`src/rtl/lsu_mw_pkg.sv`:
```
// Shared pipeline definitions for the memory stage: func3 access encodings,
// load/store unit state encoding and the natural-alignment lane helper.
package lsu_mw_pkg;

  // func3 access size / sign encodings
  localparam logic [2:0] F3_B  = 3'b000;
  localparam logic [2:0] F3_H  = 3'b001;
  localparam logic [2:0] F3_W  = 3'b010;
  localparam logic [2:0] F3_BU = 3'b100;
  localparam logic [2:0] F3_HU = 3'b101;

  typedef enum logic [1:0] {
    ST_IDLE = 2'b00,
    ST_BUSY = 2'b01,
    ST_DONE = 2'b10
  } lsu_state_t;

  // Byte offset of the access inside its word, forced to natural alignment:
  // bytes keep both low bits, halves keep addr[1], words start at lane 0.
  function automatic logic [1:0] lane_off(input logic [2:0] f3, input logic [1:0] a);
    logic [1:0] off;
    case (f3)
      F3_B, F3_BU: off = a;
      F3_H, F3_HU: off = {a[1], 1'b0};
      default:     off = 2'b00;
    endcase
    return off;
  endfunction

endpackage

```
`src/rtl/lsu_load_fmt.sv`:
```
// Load formatter: moves the addressed byte/half of the bus word down to bit 0
// and sign- or zero-extends it according to func3. Purely combinational.
module lsu_load_fmt
  import lsu_mw_pkg::*;
(
  input  logic [31:0] mem_rdata,
  input  logic [1:0]  off,
  input  logic [2:0]  func3,
  output logic [31:0] ext_data
);

  logic [31:0] shifted_s;

  // Shift the addressed lane down and extend it to 32 bits
  always_comb begin
    shifted_s = mem_rdata >> {off, 3'b000};
    case (func3)
      F3_B:    ext_data = {{24{shifted_s[7]}}, shifted_s[7:0]};
      F3_BU:   ext_data = {24'h00_0000, shifted_s[7:0]};
      F3_H:    ext_data = {{16{shifted_s[15]}}, shifted_s[15:0]};
      F3_HU:   ext_data = {16'h0000, shifted_s[15:0]};
      F3_W:    ext_data = shifted_s;
      default: ext_data = shifted_s;
    endcase
  end

endmodule

```
`src/rtl/lsu_mw.sv`:
```
// Memory-stage load/store unit: runs one request/ready bus transaction per
// accepted access and stalls the pipeline until it completes.
// Optional feature macro: LSU_MISALIGN_TRAP_EN -- when defined, misaligned
// halfword/word accesses are refused and flagged on misalign; when undefined
// the low address bits are forced to natural alignment and misalign is 0.
module lsu_mw
  import lsu_mw_pkg::*;
(
  input  logic        clk,
  input  logic        reset,
  input  logic        rd_en,
  input  logic        wr_en,
  input  logic [2:0]  func3,
  input  logic [31:0] addr,
  input  logic [31:0] wdata,
  output logic        stall,
  output logic [31:0] load_data,
  output logic        misalign,
  output logic        mem_req,
  output logic        mem_we,
  output logic [31:0] mem_addr,
  output logic [3:0]  mem_be,
  output logic [31:0] mem_wdata,
  input  logic        mem_ready,
  input  logic [31:0] mem_rdata
);

  lsu_state_t  state_q, state_d;
  logic        mem_req_q, mem_req_d;
  logic        mem_we_q, mem_we_d;
  logic [31:0] mem_addr_q, mem_addr_d;
  logic [3:0]  mem_be_q, mem_be_d;
  logic [31:0] mem_wdata_q, mem_wdata_d;
  logic [1:0]  off_q, off_d;
  logic [2:0]  func3_q, func3_d;
  logic [31:0] load_data_q, load_data_d;

  logic        req_s, legal_s, mis_s, idle_s, accept_s;
  logic [1:0]  off_s;
  logic [3:0]  be_s;
  logic [31:0] wd_s;
  logic [31:0] fmt_s;

  // Decode the incoming access: legality, alignment, lanes and store data
  always_comb begin
    req_s = rd_en | wr_en;
    case (func3)
      F3_B, F3_H, F3_W: legal_s = 1'b1;
      F3_BU, F3_HU:     legal_s = ~wr_en;   // unsigned sizes exist for loads only
      default:          legal_s = 1'b0;
    endcase
`ifdef LSU_MISALIGN_TRAP_EN
    case (func3)
      F3_H, F3_HU: mis_s = addr[0];
      F3_W:        mis_s = (addr[1:0] != 2'b00);
      default:     mis_s = 1'b0;
    endcase
`else
    mis_s = 1'b0;
`endif
    off_s = lane_off(func3, addr[1:0]);
    case (func3)
      F3_B, F3_BU: begin
        be_s = 4'b0001 << off_s;
        wd_s = {4{wdata[7:0]}};
      end
      F3_H, F3_HU: begin
        be_s = 4'b0011 << off_s;
        wd_s = {2{wdata[15:0]}};
      end
      default: begin
        be_s = 4'b1111;
        wd_s = wdata;
      end
    endcase
    idle_s   = (state_q == ST_IDLE);
    accept_s = idle_s & req_s & legal_s & ~mis_s;
  end

  // Pipeline hold and misalignment flag; both forced low while in reset
  always_comb begin
    stall = ~reset & (accept_s | (state_q == ST_BUSY));
`ifdef LSU_MISALIGN_TRAP_EN
    misalign = ~reset & idle_s & req_s & legal_s & mis_s;
`else
    misalign = 1'b0;
`endif
  end

  lsu_load_fmt u_load_fmt (
    .mem_rdata (mem_rdata),
    .off       (off_q),
    .func3     (func3_q),
    .ext_data  (fmt_s)
  );

  // FSM next state and capture of the bus fields / load result
  always_comb begin
    state_d     = state_q;
    mem_req_d   = mem_req_q;
    mem_we_d    = mem_we_q;
    mem_addr_d  = mem_addr_q;
    mem_be_d    = mem_be_q;
    mem_wdata_d = mem_wdata_q;
    off_d       = off_q;
    func3_d     = func3_q;
    load_data_d = load_data_q;
    case (state_q)
      ST_IDLE: begin
        if (accept_s) begin
          state_d     = ST_BUSY;
          mem_req_d   = 1'b1;
          mem_we_d    = wr_en;   // rd_en & wr_en together is a store
          mem_addr_d  = {addr[31:2], 2'b00};
          mem_be_d    = be_s;
          mem_wdata_d = wd_s;
          off_d       = off_s;
          func3_d     = func3;
        end else begin
          state_d = ST_IDLE;
        end
      end
      ST_BUSY: begin
        if (mem_ready) begin
          state_d   = ST_DONE;
          mem_req_d = 1'b0;
          if (!mem_we_q) begin
            load_data_d = fmt_s;
          end else begin
            load_data_d = load_data_q;
          end
        end else begin
          state_d = ST_BUSY;
        end
      end
      ST_DONE: begin
        state_d = ST_IDLE;   // inputs ignored so the held instruction is not re-issued
      end
      default: begin
        state_d   = ST_IDLE;
        mem_req_d = 1'b0;
      end
    endcase
  end

  // State and bus registers with asynchronous reset
  always_ff @(posedge clk or posedge reset) begin
    if (reset) begin
      state_q     <= ST_IDLE;
      mem_req_q   <= 1'b0;
      mem_we_q    <= 1'b0;
      mem_addr_q  <= 32'h0000_0000;
      mem_be_q    <= 4'b0000;
      mem_wdata_q <= 32'h0000_0000;
      off_q       <= 2'b00;
      func3_q     <= 3'b000;
      load_data_q <= 32'h0000_0000;
    end else begin
      state_q     <= state_d;
      mem_req_q   <= mem_req_d;
      mem_we_q    <= mem_we_d;
      mem_addr_q  <= mem_addr_d;
      mem_be_q    <= mem_be_d;
      mem_wdata_q <= mem_wdata_d;
      off_q       <= off_d;
      func3_q     <= func3_d;
      load_data_q <= load_data_d;
    end
  end

  assign mem_req   = mem_req_q;
  assign mem_we    = mem_we_q;
  assign mem_addr  = mem_addr_q;
  assign mem_be    = mem_be_q;
  assign mem_wdata = mem_wdata_q;
  assign load_data = load_data_q;

endmodule

```
`config.mk`:
```
export PLATFORM = sky130hd
export DESIGN_NAME = lsu_mw
export DESIGN_NICKNAME = d
export VERILOG_FILES = /design/src/rtl/lsu_mw_pkg.sv /design/src/rtl/lsu_load_fmt.sv /design/src/rtl/lsu_mw.sv
export SDC_FILE = /design/constraint.sdc
export NUM_CORES = 1
export LEC_CHECK = 0
export BUFFER_PORTS_ARGS = -buffer_cell sky130_fd_sc_hd__clkbuf_2
export CAP_MARGIN = 5
export CORE_ASPECT_RATIO = 1.5
export CORE_MARGIN = 2
export CORE_UTILIZATION = 48
export CTS_CLUSTER_DIAMETER = 100
export DETAILED_ROUTE_END_ITERATION = 10
export HOLD_SLACK_MARGIN = 0.06
export PLACE_DENSITY = 0.77
export SLEW_MARGIN = 20
export SYNTH_ARGS = -nofsm -noshare
export SYNTH_HDL_FRONTEND = slang
export SYNTH_SLANG_ARGS = --single-unit
```
`constraint.sdc`:
```
create_clock -name clk -period 5.3 [get_ports clk]
set_input_delay 1.59 -clock clk [delete_from_list [all_inputs] [get_ports clk]]
set_output_delay 1.59 -clock clk [all_outputs]
set_load 0.05 [all_outputs]
```
==> summary.txt <==
Crit-path slowest cell = clkbuf_2
GRT overflow = 0
Yosys reg bits = 107
Ant. Diodes = 0
die width = 87.2 um
CTS max path bufs = 2
placed insts = 758
Sw Share = 0.519
yosys warns = 0
Fillers = 843
CTS Buf Count = 9
first-pass GRT wire length = 19600 um
Max-cap violations = 0
cts repair resizes = 0
Initial DRT Pass Iterations = 4
CTS tree = yes
post-synthesis area per instance = 10.7 um2
Worst slew margin = 0.341
core area = 10100 um2
Hold Path Class = flop to flop
final setup violation count = 0
CP cell instances = clkbuf_2 -> o21ai_1 -> nand4b_1 -> a21oi_1 -> clkbuf_2
Netlist cell types = 37
most common cell after layout, fill and taps aside = clkbuf_2
via-per-instance ratio = 5.42
boundary pin count = 208
antenna viol nets, final = 0
Finished Core Util = 0.623
Max VDD drop = 406 uV
cts hold-fix bufs = 0
Synth Instances = 465
Root Buffer = clkbuf_16
worst-path fanout max = 14
worst hold margin = 0.479 ns
Worst EP required = 3.71 ns
status = finished clean
GRT Overall Usage = 0.224
DRC viols = 0
Leakage = 0.00325 uW
Vias = 4186
nets = 756
fraction of layout cells with a size suffix above 1 = 0.441
Final Hold Fails = 0
clock-pin transition on the worst setup and hold timing paths = 0.07 ns
FMAX = 0.231 GHz
Worst-Margin Slew = 0.989 ns
RSZ-0062 raised after global routing = false
register area share after synthesis = 0.538
Setup crit end kind = output pin
area of the mapped netlist = 4980 um2
initial antenna violation count = 0
sequential share of power = 0.326
Buffers on Ports = 204
HPWL Detailed = 9440 um
initial drt markers = 140
internal power = 2030 uW
WL final = 12500 um
initial core utilization = 0.491
Slew Limit Fails = 0
share of flip-flops with an asynchronous set or reset = 1.00
FP Rows = 45
Max Clock Skew = 0.00735 ns
Layout area overhead = 26.8%
crit path DAT = 2.73 ns
Top delay family on crit path = buffers and inverters
Sw Pwr = 2180 uW
PwrDens = 667 nW/um2
largest net degree at the start of global routing = 102
Skew-Pair Late Insertion Delay = 0.34 ns
setup TNS = 0 ns
vias in the first global route = 4073
Tcrit/Tclk final = 0.816
total power = 4210 uW
crit-path most repeated cell = clkbuf_2
Min Clock Period, post-route = 4.32 ns
total clock sinks = 107
# H-tree levels = 3
clock power share = 0.151
filler-free cell count of the finished design = 773
die area = 11200 um2
Startpoint Class = input pin
GPL Wtd Cong = 0.879
CP Buf/Inv Count = 2
Setup Buffers After CTS = 0
Critical Path Max Stage Delay = 0.29 ns
Setup CP Type = input pin to output pin
EDFF count, synth = 0
wire per inst = 16.2 um
Comb power frac = 0.523
die height = 129 um
most frequent cells in the layout = 204 x clkbuf_2, 107 x dfrtp_1, 60 x nand2_1
main flop type after synthesis = dfrtp_1
path summary, 6_finish.rpt:
| check | cells after the start | end | slack, ns | start |
|---|---|---|---|---|
| min reg2reg | 1 | mem_be[0] | 0.48 | mem_be[0] |
| max reg2reg | 4 | load_data[24] | 2.97 | off_q[1] |
| max in group asynchronous | 3 | load_data[16] | 2.86 | reset |
| min | 1 | mem_be[0] | 0.48 | mem_be[0] |
| max | 5 | stall | 0.98 | func3[0] |
| min in group asynchronous | 2 | mem_we | 1.44 | reset |
layer usage:
| metal | GRT usage | vias up | share of wire |
|---|---|---|---|
| met5 | 0 | - | 0 |
| met2 | 0.384 | 184 | 0.51 |
| met1 | 0.266 | 2015 | 0.39 |
| met3 | 0.0629 | 20 | 0.080 |
| li1 | - | 1967 | - |
| met4 | 0.0833 | 0 | 0.022 |
kinds of logic (layout without fill, tap and decap cells):
kind of cell,after synthesis,after routing,share of synthesized area
flip-flops,107,107,0.538
multiplexers,89,89,0.191
AO/OA/AOI/OAI,80,80,0.0877
buffers and inverters,39,228,0.0369
AND/OR/NAND/NOR,149,149,0.146
other,1,3,0.000753
sequential cells by signal, summed over array words and instances, names as in the netlist:
register	cells
func3_q	3
mem_be	4
load_data	32
mem_wdata	32
mem_req	1
state_q	2
off_q	2
mem_we	1
mem_addr	30
layout make-up:
type / instances / area [um2] / area share
clock inverters: 5 / 47.5 / 0.00753
well taps: 117 / 146 / 0.0232
repair buffers: 210 / 1070 / 0.169
clock buffers: 10 / 239 / 0.0378
inverters: 3 / 13.8 / 0.00218
multi-input cells: 321 / 2130 / 0.337
flip-flops and latches: 107 / 2680 / 0.424
power by group through the flow:
stage | Sequential (uW) | Combinational (uW) | Clock [uW]
6_report | 1370 | 2200 | 638
3_3_place_gp | 1370 | 2180 | 0
2_1_floorplan | 2500 | 558 | 0
3_5_place_dp | 1380 | 2210 | 0
5_1_grt | 1420 | 2330 | 684
4_1_cts | 1370 | 2220 | 659
cell usage after synthesis (2+ instances only):
master / instances / share of area
dfrtp_1: 107 / 0.54
nand3_2: 10 / 0.020
a21oi_1: 26 / 0.026
o21ai_0: 45 / 0.045
and2_1: 8 / 0.010
clkbuf_1: 17 / 0.013
nor2b_1: 6 / 0.0075
buf_4: 4 / 0.0060
buf_2: 12 / 0.012
inv_1: 3 / 0.0023
nand2_1: 60 / 0.045
buf_1: 2 / 0.0015
nand3_1: 22 / 0.022
mux2_2: 49 / 0.11
and3b_1: 2 / 0.0035
mux2i_1: 40 / 0.080
nor2_1: 32 / 0.024
stage by stage:
| stage | worst slack [ns] | area [um2] |
|---|---|---|
| 2_1_floorplan | 0.557 | 4990 |
| 3_3_place_gp | 0.985 | 6030 |
| 3_5_place_dp | 0.965 | 6030 |
| 4_1_cts | 0.973 | 6320 |
| 5_1_grt | 0.882 | 6320 |
| 6_report | 0.976 | 6320 |
(Power assumes the default switching activity.)
